--- src/rtl/usb_audio_pkg.sv ---
// Shared constants for the USB audio output path.
package usb_audio_pkg;

    // Every channel occupies a fixed 32-BCLK slot regardless of sample width.
    localparam int unsigned SLOT_W   = 32;
    localparam int unsigned SLOT_LOG = $clog2(SLOT_W);

    // Serial format selection for the MODE parameter.
    localparam int unsigned MODE_I2S = 0;  // data lags LRCLK edge by one BCLK
    localparam int unsigned MODE_LJ  = 1;  // data aligned with LRCLK edge

endpackage

--- src/rtl/usb_audio_fifo.sv ---
// Synchronous frame FIFO with first-word fall-through read and level output.
module usb_audio_fifo
#(
    parameter int unsigned W     = 32,
    parameter int unsigned DEPTH = 16
)
(
    input  logic                       clk,
    input  logic                       rst,
    input  logic                       wr_en,
    input  logic [W-1:0]               wr_data,
    output logic                       full,
    input  logic                       rd_en,
    output logic [W-1:0]               rd_data,
    output logic                       empty,
    output logic [$clog2(DEPTH):0]     level
);

    localparam int unsigned AW = $clog2(DEPTH);

    logic [W-1:0]  mem [DEPTH];
    logic [AW-1:0] wr_ptr;
    logic [AW-1:0] rd_ptr;
    logic [AW:0]   count;
    logic          push;
    logic          pop;

    // Push/pop qualified by the occupancy at the start of the cycle.
    always_comb begin
        full    = (count == (AW+1)'(DEPTH));
        empty   = (count == '0);
        push    = wr_en && !full;
        pop     = rd_en && !empty;
        rd_data = mem[rd_ptr];
        level   = count;
    end

    // Storage array; contents need no reset since count gates every read.
    always_ff @(posedge clk) begin
        if (push) begin
            mem[wr_ptr] <= wr_data;
        end
    end

    // Pointer and occupancy bookkeeping.
    always_ff @(posedge clk) begin
        if (rst) begin
            wr_ptr <= '0;
            rd_ptr <= '0;
            count  <= '0;
        end else begin
            if (push) begin
                wr_ptr <= wr_ptr + AW'(1);
            end
            if (pop) begin
                rd_ptr <= rd_ptr + AW'(1);
            end
            if (push && !pop) begin
                count <= count + (AW+1)'(1);
            end else if (pop && !push) begin
                count <= count - (AW+1)'(1);
            end
        end
    end

endmodule

--- src/rtl/usb_audio_i2s_tx.sv ---
// Multichannel I2S / left-justified serializer fed from a frame FIFO.
module usb_audio_i2s_tx
    import usb_audio_pkg::*;
#(
    parameter int unsigned NCH      = 2,
    parameter int unsigned SW       = 16,
    parameter int unsigned DEPTH    = 16,
    parameter int unsigned BCLK_DIV = 10,
    parameter int unsigned MODE     = 0,
    parameter int unsigned HOLD     = 0
)
(
    input  logic                       clk,
    input  logic                       rst,
    input  logic                       in_valid,
    output logic                       in_ready,
    input  logic [NCH*SW-1:0]          in_data,
    output logic                       i2s_bclk,
    output logic                       i2s_lrclk,
    output logic                       i2s_sdata,
    output logic [$clog2(DEPTH):0]     fifo_level,
    output logic                       underrun
);

    localparam int unsigned FW         = NCH * SW;
    localparam int unsigned FRAME_BITS = NCH * SLOT_W;
    localparam int unsigned BW         = $clog2(FRAME_BITS);
    localparam int unsigned DW         = (BCLK_DIV > 1) ? $clog2(BCLK_DIV) : 1;

    logic [DW-1:0] div_q;
    logic          div_end;
    logic          fall;
    logic          wrap;
    logic [BW-1:0] bit_cnt;
    logic [BW-1:0] next_bit;
    logic [FW-1:0] shift_q;
    logic [FW-1:0] last_q;
    logic [FW-1:0] load_frame;
    logic [FW-1:0] next_shift;
    logic [FW-1:0] fifo_dout;
    logic          fifo_full;
    logic          fifo_empty;
    logic [SW-1:0] sample;
    int unsigned   slot_idx;
    int unsigned   k_idx;
    logic          lj_bit;
    logic          lj_bit_q;
    logic          next_lr;

    assign in_ready = !fifo_full;

    usb_audio_fifo #(
        .W     (FW),
        .DEPTH (DEPTH)
    ) u_fifo (
        .clk     (clk),
        .rst     (rst),
        .wr_en   (in_valid),
        .wr_data (in_data),
        .full    (fifo_full),
        .rd_en   (wrap),
        .rd_data (fifo_dout),
        .empty   (fifo_empty),
        .level   (fifo_level)
    );

    // BCLK generator: toggle every BCLK_DIV clk cycles.
    always_ff @(posedge clk) begin
        if (rst) begin
            div_q    <= '0;
            i2s_bclk <= 1'b0;
        end else if (div_end) begin
            div_q    <= '0;
            i2s_bclk <= ~i2s_bclk;
        end else begin
            div_q    <= div_q + DW'(1);
        end
    end

    // Next bit position, frame load and the left-justified bit for that position.
    // The bit is taken from the frame that will be current after this fall event,
    // so frame bit 0 already sees the freshly loaded frame.
    always_comb begin
        div_end    = (div_q == DW'(BCLK_DIV - 1));
        fall       = div_end && i2s_bclk;
        wrap       = fall && (bit_cnt == BW'(FRAME_BITS - 1));
        next_bit   = (bit_cnt == BW'(FRAME_BITS - 1)) ? '0 : bit_cnt + BW'(1);
        load_frame = !fifo_empty ? fifo_dout : ((HOLD != 0) ? last_q : '0);
        next_shift = wrap ? load_frame : shift_q;
        slot_idx   = 32'(next_bit) >> SLOT_LOG;
        k_idx      = 32'(next_bit[SLOT_LOG-1:0]);
        sample     = SW'(next_shift >> (slot_idx * SW));
        lj_bit     = (k_idx < SW) ? 1'(sample >> (SW - 1 - k_idx)) : 1'b0;
        next_lr    = (slot_idx >= NCH / 2);
    end

    // Serializer state: advances only on BCLK fall events.
    always_ff @(posedge clk) begin
        if (rst) begin
            bit_cnt   <= BW'(FRAME_BITS - 1);
            shift_q   <= '0;
            last_q    <= '0;
            lj_bit_q  <= 1'b0;
            i2s_sdata <= 1'b0;
            i2s_lrclk <= 1'b0;
            underrun  <= 1'b0;
        end else begin
            underrun <= wrap && fifo_empty;
            if (fall) begin
                bit_cnt   <= next_bit;
                shift_q   <= next_shift;
                lj_bit_q  <= lj_bit;
                i2s_lrclk <= next_lr;
                i2s_sdata <= (MODE == MODE_LJ) ? lj_bit : lj_bit_q;
                if (wrap) begin
                    last_q <= load_frame;
                end
            end
        end
    end

endmodule
--- config.mk ---
export PLATFORM = sky130hd
export DESIGN_NAME = usb_audio_i2s_tx
export DESIGN_NICKNAME = d
export VERILOG_FILES = /design/src/rtl/usb_audio_pkg.sv /design/src/rtl/usb_audio_fifo.sv /design/src/rtl/usb_audio_i2s_tx.sv
export SDC_FILE = /design/constraint.sdc
export NUM_CORES = 1
export LEC_CHECK = 0
export BUFFER_PORTS_ARGS = -buffer_cell sky130_fd_sc_hd__buf_2
export CAP_MARGIN = 5
export CORE_AREA = 2 2 298 300
export CTS_CLUSTER_SIZE = 30
export DETAILED_ROUTE_END_ITERATION = 10
export DIE_AREA = 0 0 300 302
export PLACE_DENSITY_LB_ADDON = 0.3
export SYNTH_ARGS = -nofsm -noshare
export SYNTH_HDL_FRONTEND = slang
export SYNTH_SLANG_ARGS = --single-unit
--- constraint.sdc ---
create_clock -name clk -period 3.8 [get_ports clk]
set_clock_uncertainty 0.1 [all_clocks]
set_input_delay 0.76 -clock clk [delete_from_list [all_inputs] [get_ports clk]]
set_output_delay 0.76 -clock clk [all_outputs]
set_load 0.02 [all_outputs]
==> impl_metrics.tcl, run 1 <==
set metrics [dict create \
    status "complete, no violations" \
    setup_ws_ns 0.684 \
    drive_gt1_frac 0.236 \
    fmax_mhz 321 \
    drv_slew 0 \
    wl_mm 54.7 \
    place_congestion 0.751 \
    overflow 0 \
    dpl_worst_slack_ns 0.693 \
    vias_per_cell 4.58 \
    vias 11200 \
    ir_worst_vdd_mv 0.336 \
    hold_buffers 0 \
    netlist_area_sq_um 22600 \
    cts_buffer_depth 3 \
    io_pins 45 \
    tightestPinTransition_ns 0.864 \
    dieWidth_microns 300 \
    fp.dieH_microns 302 \
    insertion_delay_ns 0.63 \
    std_cell_rows 109 \
    worstSetupPathType "flop to flop" \
    cts_num_sinks 576 \
    syn_to_final_growth_pct 15.9 \
    cts.clk_slew.worst_paths_ns 0.06 \
    cp.arrival_ns 3.56 \
    post-route-period-util 0.820 \
    ys_seq_area_frac 0.738 \
    yosysTopAreaCell "edfxtp_1" \
    numPortBuffers 44 \
    synthTopCellsByArea "edfxtp_1 68%, mux4_2 12%, dfxtp_1 5.7%" \
    hold_viol_final 0 \
    root_buffer "clkbuf_16" \
    antenna_found_initial 3 \
    cp-end-kind "flop" \
    die_area_sq_um 90600 \
    synth_ff_type "edfxtp_1" \
    fillCellCount 8559 \
    start_util 0.258 \
    critPathMaxFanout 8 \
    yosys-top-cells-count "512 x edfxtp_1, 116 x mux4_2, 74 x nor2_1" \
    p_leak_nw 8.08 \
    wl_per_cell_microns 22.4 \
    rsz0062_at_grt "false" \
    setup_viol 0 \
    synth.most_common_cell "edfxtp_1" \
    yosysTopAreaCellShare 0.681 \
    start_kind "flop" \
    hp-class "flop to flop" \
    drv_cap 0 \
    grt_pass1_vias 11600 \
    ctsResizeCount 0 \
    synth_edf_count 512 \
    post-route-drc-count 0 \
    cts_made_buffers 59 \
    drtIter0Drc 1025 \
    ant_nets 0 \
    num-nets-final 1269 \
    dp.final_hpwl_mm 30.4 \
    ys_warn_count 0 \
    slew_headroom 0.423 \
    placed_area_sq_um 24400 \
    synthCells 1140 \
    fin_area_sq_um 26200 \
    grt_pass1_wl_mm 80.1 \
    synth-seq-cells 576 \
    cts_tree "done" \
    track_usage 0.120 \
    synth_nets 1188 \
    p_per_area_nw_per_um2 501 \
    synthDistinctLibCells 62 \
    grt_max_degree 63 \
    crit_required_ns 4.25 \
    async_reset_ff_frac 0 \
    htreeDepth 2 \
    drtPass1Iterations 5 \
    syn_area_per_cell_sq_um 19.8 \
    postCtsSetupRepairBufs 0 \
    timing.final.crit_period_ns 3.12 \
    post-route-util 0.299 \
    core_sq_um 87600 \
]
==> critical path: stages, from the launching register on <==
cell and delay [ns]:
dfxtp_1 0.35, or4_1 0.59, inv_1 0.09, nand2_1 0.06, and2_1 0.27, ha_1 0.28
inv_1 0.12, ha_1 0.28, a21o_1 0.20, a21oi_1 0.16, xnor2_1 0.09, or3_1 0.31
a21oi_1 0.14
==> state kept, by name (all words and copies together) (netlist names), named ones only <==
signal,flops
u_fifo.level,5
lj_bit_q,1
shift_q,32
bit_cnt,6
i2s_lrclk,1
underrun,1
i2s_sdata,1
u_fifo.mem,512
div_q,4
i2s_bclk,1
u_fifo.wr_ptr,4
u_fifo.rd_ptr,4
==> routing by layer <==
layer,global-route usage,wire (microns),vias up
met3,0.0194,2360,65
li1,-,-,4857
met4,0.0290,949,0
met5,0,0,-
met2,0.193,25600,233
met1,0.171,25700,5998
==> kinds of logic (layout without fill, tap and decap cells) <==
| group | Yosys count | in the layout | synth area share |
|---|---|---|---|
| compound gates | 119 | 119 | 0.0354 |
| xor+xnor | 15 | 15 | 0.00582 |
| fa+ha+maj | 13 | 13 | 0.00754 |
| buf+inv | 78 | 205 | 0.0233 |
| flops | 576 | 576 | 0.738 |
| mux | 168 | 168 | 0.155 |
| other cells | 0 | 3 | 0 |
| simple gates | 171 | 171 | 0.0349 |
==> metrics by stage <==
step / instances / hold WS, ns / total power, mW / setup TNS (ns)
2_1_floorplan: 1140 / 0.337 / 7.53 / -26.70
4_1_cts: 2432 / 0.366 / 13.3 / 0
6_report: 2435 / 0.367 / 13.1 / 0
5_1_grt: 2432 / 0.382 / 13.5 / 0
3_3_place_gp: 2325 / 0.344 / 7.80 / 0
3_5_place_dp: 2325 / 0.357 / 7.83 / 0
==> cell usage in the layout, fill, tap and decap left out, types with 4 or more instances in the layout <==
master,n
buf_2,44
ha_1,12
clkbuf_8,4
a22oi_1,32
a221oi_1,11
nor3_1,8
a21o_1,4
nor2_4,13
xnor2_1,7
xor2_1,8
o21ai_0,13
a21oi_1,34
edfxtp_1,512
buf_12,12
clkinv_2,5
inv_1,14
clkinv_1,13
and2_1,6
nand2_1,41
mux2i_1,27
dfxtp_1,61
nand3_1,8
mux4_1,23
clkbuf_16,60
mux4_2,116
nor2_1,61
buf_4,27
clkbuf_1,21
==> layout make-up <==
| cell class | instances | area [sq um] | share of cell area |
|---|---|---|---|
| sequential | 576 | 16700 | 0.637 |
| antenna | 3 | 7.51 | 0.000287 |
| tap | 1165 | 1460 | 0.0557 |
| clock buffer | 85 | 1640 | 0.0625 |
| timing repair buffer | 83 | 663 | 0.0253 |
| inverter | 15 | 56.3 | 0.00215 |
| multi-input combinational | 486 | 5530 | 0.211 |
| clock inverter | 22 | 163 | 0.00621 |
==> power by group <==
group / internal (mW) / total (mW) / switching, mW
logic: 0.202 / 0.590 / 0.388
clock network: 3.05 / 5.44 / 2.39
registers: 7.04 / 7.09 / 0.0487
total: 10.3 / 13.1 / 2.82
==> final timing paths <==
kind / start / slack, ns / cells past startpoint / endpoint
setup / recovery: u_fifo.level[0]$_SDFFE_PP0P_ / 0.68 / 12 / u_fifo.level[4]$_SDFFE_PP0P_
setup reg to reg: u_fifo.level[0]$_SDFFE_PP0P_ / 0.68 / 12 / u_fifo.level[4]$_SDFFE_PP0P_
hold reg to reg: shift_q[27]$_SDFFE_PP0N_ / 0.37 / 2 / shift_q[27]$_SDFFE_PP0N_
hold / removal: shift_q[27]$_SDFFE_PP0N_ / 0.37 / 2 / shift_q[27]$_SDFFE_PP0N_
Power figures use the tool's default switching activity.
==> run 2: changes to the inputs <==
Clock period 3.8 ns to 3.2 ns, I/O delays scaled along.
==> run 2 against run 1 <==
Die area unchanged. Critical path depth did not move. Count of clock-buffer cells in the layout up 10. Critical path type unchanged. Maximum frequency is 4.6% higher. Sequential power up 19%. Clock power grew 35%. Highest routed layer is now met5. Combinational power rose by 19%. Routed wire length rose by 1.7%. Register-to-register slack lost 0.46 ns.
==> impl_metrics.tcl, run 2 (synthesis results as in run 1) <==
set metrics [dict create \
    p_per_area_nw_per_um2 619 \
    rsz0062_at_grt "false" \
    dp.final_hpwl_mm 30.8 \
    ctsResizeCount 0 \
    critPathLaunch "u_fifo.level[0]$_SDFFE_PP0P_" \
    hold_viol_final 0 \
    p_clk_frac 0.446 \
    cp.arrival_ns 3.40 \
    wl_per_cell_microns 22.7 \
    worstSetupPathType "flop to flop" \
    r2r_cells 12 \
    seqPwrFrac 0.511 \
    timing.final.crit_period_ns 2.98 \
    drv_cap 0 \
    cts_made_buffers 66 \
    p_int_mw 13.0 \
    cts_buffer_depth 3 \
    start_util 0.258 \
    syn_to_final_growth_pct 17.8 \
    ir_worst_vdd_mv 0.321 \
    cp-end-kind "flop" \
    fin_area_sq_um 26600 \
    placed_area_sq_um 24500 \
    hold_end "u_fifo.mem[2][0]$_DFFE_PP_" \
    ant_nets 0 \
    p_leak_nw 8.26 \
    drtPass1Iterations 7 \
    slew_headroom 0.400 \
    io_pins 45 \
    num-nets-final 1282 \
    biggestRegsByFlops "u_fifo.mem: 512 flops, shift_q: 32 flops, bit_cnt: 6 flops" \
    post-route-util 0.304 \
    r2r-start "u_fifo.level[0]$_SDFFE_PP0P_" \
    dpl_worst_slack_ns 0.201 \
    setup_viol 0 \
    numPortBuffers 44 \
    hp-class "input port to flop" \
    place_congestion 0.801 \
    core_sq_um 87600 \
    std_cell_rows 109 \
    tightestPinTransition_ns 0.898 \
    postCtsSetupRepairBufs 0 \
    drive_gt1_frac 0.253 \
    grt_max_degree 49 \
    wl_mm 55.6 \
    die_area_sq_um 90600 \
    post-route-drc-count 0 \
    switchingPower_mw 3.51 \
    root_buffer "clkbuf_16" \
    dr_wl_met2_mm 26.5 \
    grt_pass1_vias 11600 \
    hold_buffers 0 \
    grt_pass1_wl_mm 81.4 \
    min_from "in_data[0]" \
    antenna_found_initial 7 \
    fillCellCount 8562 \
    final_common_cell "edfxtp_1" \
    track_usage 0.124 \
    vias 11200 \
    route.top_layer_used "met5" \
    dr_wl_met3_mm 3.03 \
    crit_required_ns 3.62 \
    wl_met1_mm 24.9 \
    status "complete, no violations" \
    fmax_mhz 336 \
    vias_per_cell 4.58 \
    drv_slew 0 \
    insertion_delay_ns 0.61 \
    htreeDepth 3 \
    dieWidth_microns 300 \
    reg2reg_to "u_fifo.level[4]$_SDFFE_PP0P_" \
    cts.clk_slew.worst_paths_ns 0.06 \
    sw_frac_of_total 0.213 \
    critPathMaxFanout 5 \
    regMostFlops "u_fifo.mem" \
    cts_tree "done" \
    mostFrequentLayoutCells "512 x edfxtp_1, 116 x mux4_2, 68 x clkbuf_16, 61 x dfxtp_1, 60 x nor2_1" \
    rrSetupSlack_ns 0.22 \
    worstHoldPathCells 1 \
    pwr-share-comb 0.043 \
    overflow 0 \
    fp.dieH_microns 302 \
    post-route-period-util 0.931 \
    cts_num_sinks 576 \
    start_kind "flop" \
    setup_ws_ns 0.222 \
    p_total_mw 16.5 \
    largest_reg_flops 512 \
    drtIter0Drc 1006 \
]
## run 2: metrics by stage
step | hold slack, ns | setup TNS (ns) | cells
4_1_cts | 0.270 | 0 | 2449
3_5_place_dp | 0.348 | 0 | 2331
6_report | 0.308 | 0 | 2451
3_3_place_gp | 0.345 | 0 | 2331
5_1_grt | 0.304 | 0 | 2449
2_1_floorplan | 0.337 | -54.35 | 1140
## run 2: cell type report
| cell class | instances | area [sq um] | area share |
|---|---|---|---|
| Antenna cell | 2 | 5.00 | 0.000188 |
| Clock buffer | 95 | 1840 | 0.0693 |
| Clock inverter | 23 | 262 | 0.00983 |
| Inverter | 15 | 56.3 | 0.00212 |
| Multi-Input combinational cell | 486 | 5550 | 0.209 |
| Sequential cell | 576 | 16700 | 0.626 |
| Tap cell | 1165 | 1460 | 0.0548 |
| Timing Repair Buffer | 89 | 771 | 0.0290 |
## run 2: per-layer routing
metal | vias up | track usage
met2 | 311 | 0.200
met5 | - | 0
li1 | 4875 | -
met4 | 8 | 0.0357
met1 | 5948 | 0.168
met3 | 85 | 0.0272
## run 2: how the worst max path moves through the flow
stage	slack [ns]	endpoint	cells past startpoint
after floorplan	-0.20	u_fifo.mem[15][0]$_DFFE_PP_	7
after global placement	0.23	u_fifo.level[4]$_SDFFE_PP0P_	12
after detailed placement	0.20	u_fifo.level[4]$_SDFFE_PP0P_	12
after CTS	0.17	u_fifo.level[4]$_SDFFE_PP0P_	12
after global routing	0.006	u_fifo.level[4]$_SDFFE_PP0P_	12
final	0.22	u_fifo.level[4]$_SDFFE_PP0P_	12
## run 2: critical path: stages (launching register included)
cell     delay, ns
dfxtp_1       0.34
or4_1         0.61
nor2_2        0.16
nor2_4        0.05
inv_1         0.08
ha_1          0.23
inv_1         0.11
ha_1          0.33
a21o_1        0.20
a21oi_1       0.18
xnor2_1       0.09
or3_1         0.30
a21oi_1       0.13
## run 2: power by group through the flow
| stage | logic (mW) | registers (mW) | clock network (mW) |
|---|---|---|---|
| after floorplan | 0.359 | 8.59 | 0 |
| after global placement | 0.708 | 8.57 | 0 |
| after detailed placement | 0.713 | 8.58 | 0 |
| after CTS | 0.716 | 8.42 | 7.56 |
| after global routing | 0.775 | 8.43 | 7.82 |
| final | 0.701 | 8.42 | 7.35 |
==> run 3: changes to the inputs <==
Settings changed: CORE_AREA 2 2 298 300 to 2 2 241 243, CTS_CLUSTER_SIZE 30 to 16, DIE_AREA 0 0 300 302 to 0 0 243 245.
Clock period 3.2 ns to 3.75 ns, I/O delays scaled along.
==> run 3 against run 2 <==
Sequential share of layout area increased by 2.0 points. First-iteration DRC count is 6.4% lower. Core utilization increased by 15 points. Combinational power shrank 19%. Die area down 34%. Critical path depth unchanged. Global-route usage up 4.5 points.
==> impl_metrics.tcl, run 3 (synthesis results as in run 1) <==
set metrics [dict create \
    status "complete, no violations" \
    grt_pass1_vias 11400 \
    cp-end-kind "flop" \
    std_cell_rows 88 \
    htreeDepth 2 \
    cp.arrival_ns 3.48 \
    dpl_worst_slack_ns 0.688 \
    crit_path_top_delay_cell "or4_1" \
    rsz0062_at_grt "false" \
    numPortBuffers 44 \
    fillCellCount 4900 \
    cts_buffer_depth 3 \
    insertion_delay_ns 0.61 \
    setup_ws_ns 0.715 \
    syn_to_final_growth_pct 14.2 \
    regMostFlops "u_fifo.mem" \
    pwr-share-comb 0.042 \
    start_util 0.396 \
    vias_per_cell 5.44 \
    num-nets-final 1266 \
    path_cells "or4_1, inv_1, nand2_1, and2_1, ha_1, inv_1, ha_1, a21o_1, a21oi_1, xnor2_1, or3_1, a21oi_1" \
    drtIter0Drc 942 \
    post-route-drc-count 0 \
    dpl.cell_count 1922 \
    dp.final_hpwl_mm 27.8 \
    antennaDiodeCount 0 \
    ctsResizeCount 0 \
    root_buffer "clkbuf_16" \
    critPathMaxFanout 8 \
    vias 11100 \
    post-route-util 0.452 \
    holdWs_ns 0.352 \
    place_congestion 0.772 \
    dieWidth_microns 243 \
    seqPwrFrac 0.524 \
    grt_max_degree 49 \
    post-route-period-util 0.809 \
    switchingPower_mw 2.85 \
    hp-class "flop to flop" \
    final_common_cell "edfxtp_1" \
    postCtsSetupRepairBufs 0 \
    final_cells 2033 \
    drtPass1Iterations 5 \
    p_int_mw 10.9 \
    drive_gt1_frac 0.254 \
    biggestRegsByFlops "u_fifo.mem: 512 flops, shift_q: 32 flops, bit_cnt: 6 flops" \
    hold_viol_final 0 \
    cts.clk_slew.worst_paths_ns 0.06 \
    core_sq_um 57000 \
    ir_worst_vdd_mv 0.394 \
    cts_made_buffers 59 \
    fmax_mhz 330 \
    ant_nets 0 \
    track_usage 0.169 \
    wl_mm 49.7 \
    io_pins 45 \
    cts_tree "done" \
    antenna_found_initial 2 \
    die_area_sq_um 59500 \
    start_kind "flop" \
    p_clk_frac 0.434 \
    cts_num_sinks 576 \
    drv_cap 0 \
    crit_required_ns 4.19 \
    grt_pass1_wl_mm 74.8 \
    hold_buffers 0 \
    p_per_area_nw_per_um2 532 \
    crit_path_max_incr_delay_ns 0.59 \
    fp.dieH_microns 245 \
    mostFrequentLayoutCells "512 x edfxtp_1, 116 x mux4_2, 61 x nor2_1, 61 x dfxtp_1, 60 x clkbuf_16" \
    setup_viol 0 \
    tightestPinTransition_ns 0.851 \
    overflow 0 \
    worstSetupPathType "flop to flop" \
    critPathTopFamily "simple AND/OR/NAND/NOR gates" \
    p_leak_nw 8.16 \
    largest_reg_flops 512 \
    critical_path_buf_inv_count 2 \
    drv_slew 0 \
    wl_per_cell_microns 24.4 \
    timing.final.crit_period_ns 3.03 \
    sw_frac_of_total 0.208 \
    slew_headroom 0.433 \
]
[run 3: final cells by class]
class / count / area, sq um / share of cell area
flip-flops and latches: 576 / 16700 / 0.646
multi-input cells: 486 / 5530 / 0.214
clock buffers: 73 / 1610 / 0.0624
well taps: 765 / 957 / 0.0371
repair buffers: 80 / 578 / 0.0224
clock inverters: 38 / 392 / 0.0152
inverters: 15 / 56.3 / 0.00218
[run 3: worst paths after layout]
path                           startpoint                           end  slack (ns)  cells past startpoint
max reg2reg  u_fifo.level[0]$_SDFFE_PP0P_  u_fifo.level[4]$_SDFFE_PP0P_        0.72                     12
max          u_fifo.level[0]$_SDFFE_PP0P_  u_fifo.level[4]$_SDFFE_PP0P_        0.72                     12
min reg2reg        i2s_sdata$_SDFFE_PP0N_        i2s_sdata$_SDFFE_PP0N_        0.35                      2
min                i2s_sdata$_SDFFE_PP0N_        i2s_sdata$_SDFFE_PP0N_        0.35                      2
[run 3: metrics by stage]
| step | setup TNS (ns) | instance area (sq um) | total power [mW] |
|---|---|---|---|
| floorplan | -29.90 | 22600 | 7.63 |
| global placement | 0 | 23800 | 7.88 |
| detailed placement | 0 | 23800 | 7.90 |
| CTS | 0 | 25800 | 13.8 |
| global route | 0 | 25800 | 14.2 |
| finish | 0 | 25800 | 13.7 |
[run 3: worst min-delay path: cells and delay by family (launching register included)]
family,cells,cell delay [ns]
flops,1,0.30
simple gates,1,0.05
compound gates,1,0.05
[run 3: power by group through the flow]
stage / Combinational (mW) / Clock, mW / Sequential, mW
CTS: 0.584 / 6.08 / 7.18
global placement: 0.570 / 0 / 7.31
global route: 0.633 / 6.33 / 7.19
finish: 0.571 / 5.95 / 7.18
detailed placement: 0.583 / 0 / 7.32
floorplan: 0.304 / 0 / 7.33
[run 3: routing by layer]
layer	wire length [microns]	up-vias	track usage
li1	-	4840	-
met1	22500	5822	0.244
met2	23500	326	0.268
met3	2640	67	0.0291
met4	994	2	0.0457
met5	13	-	0
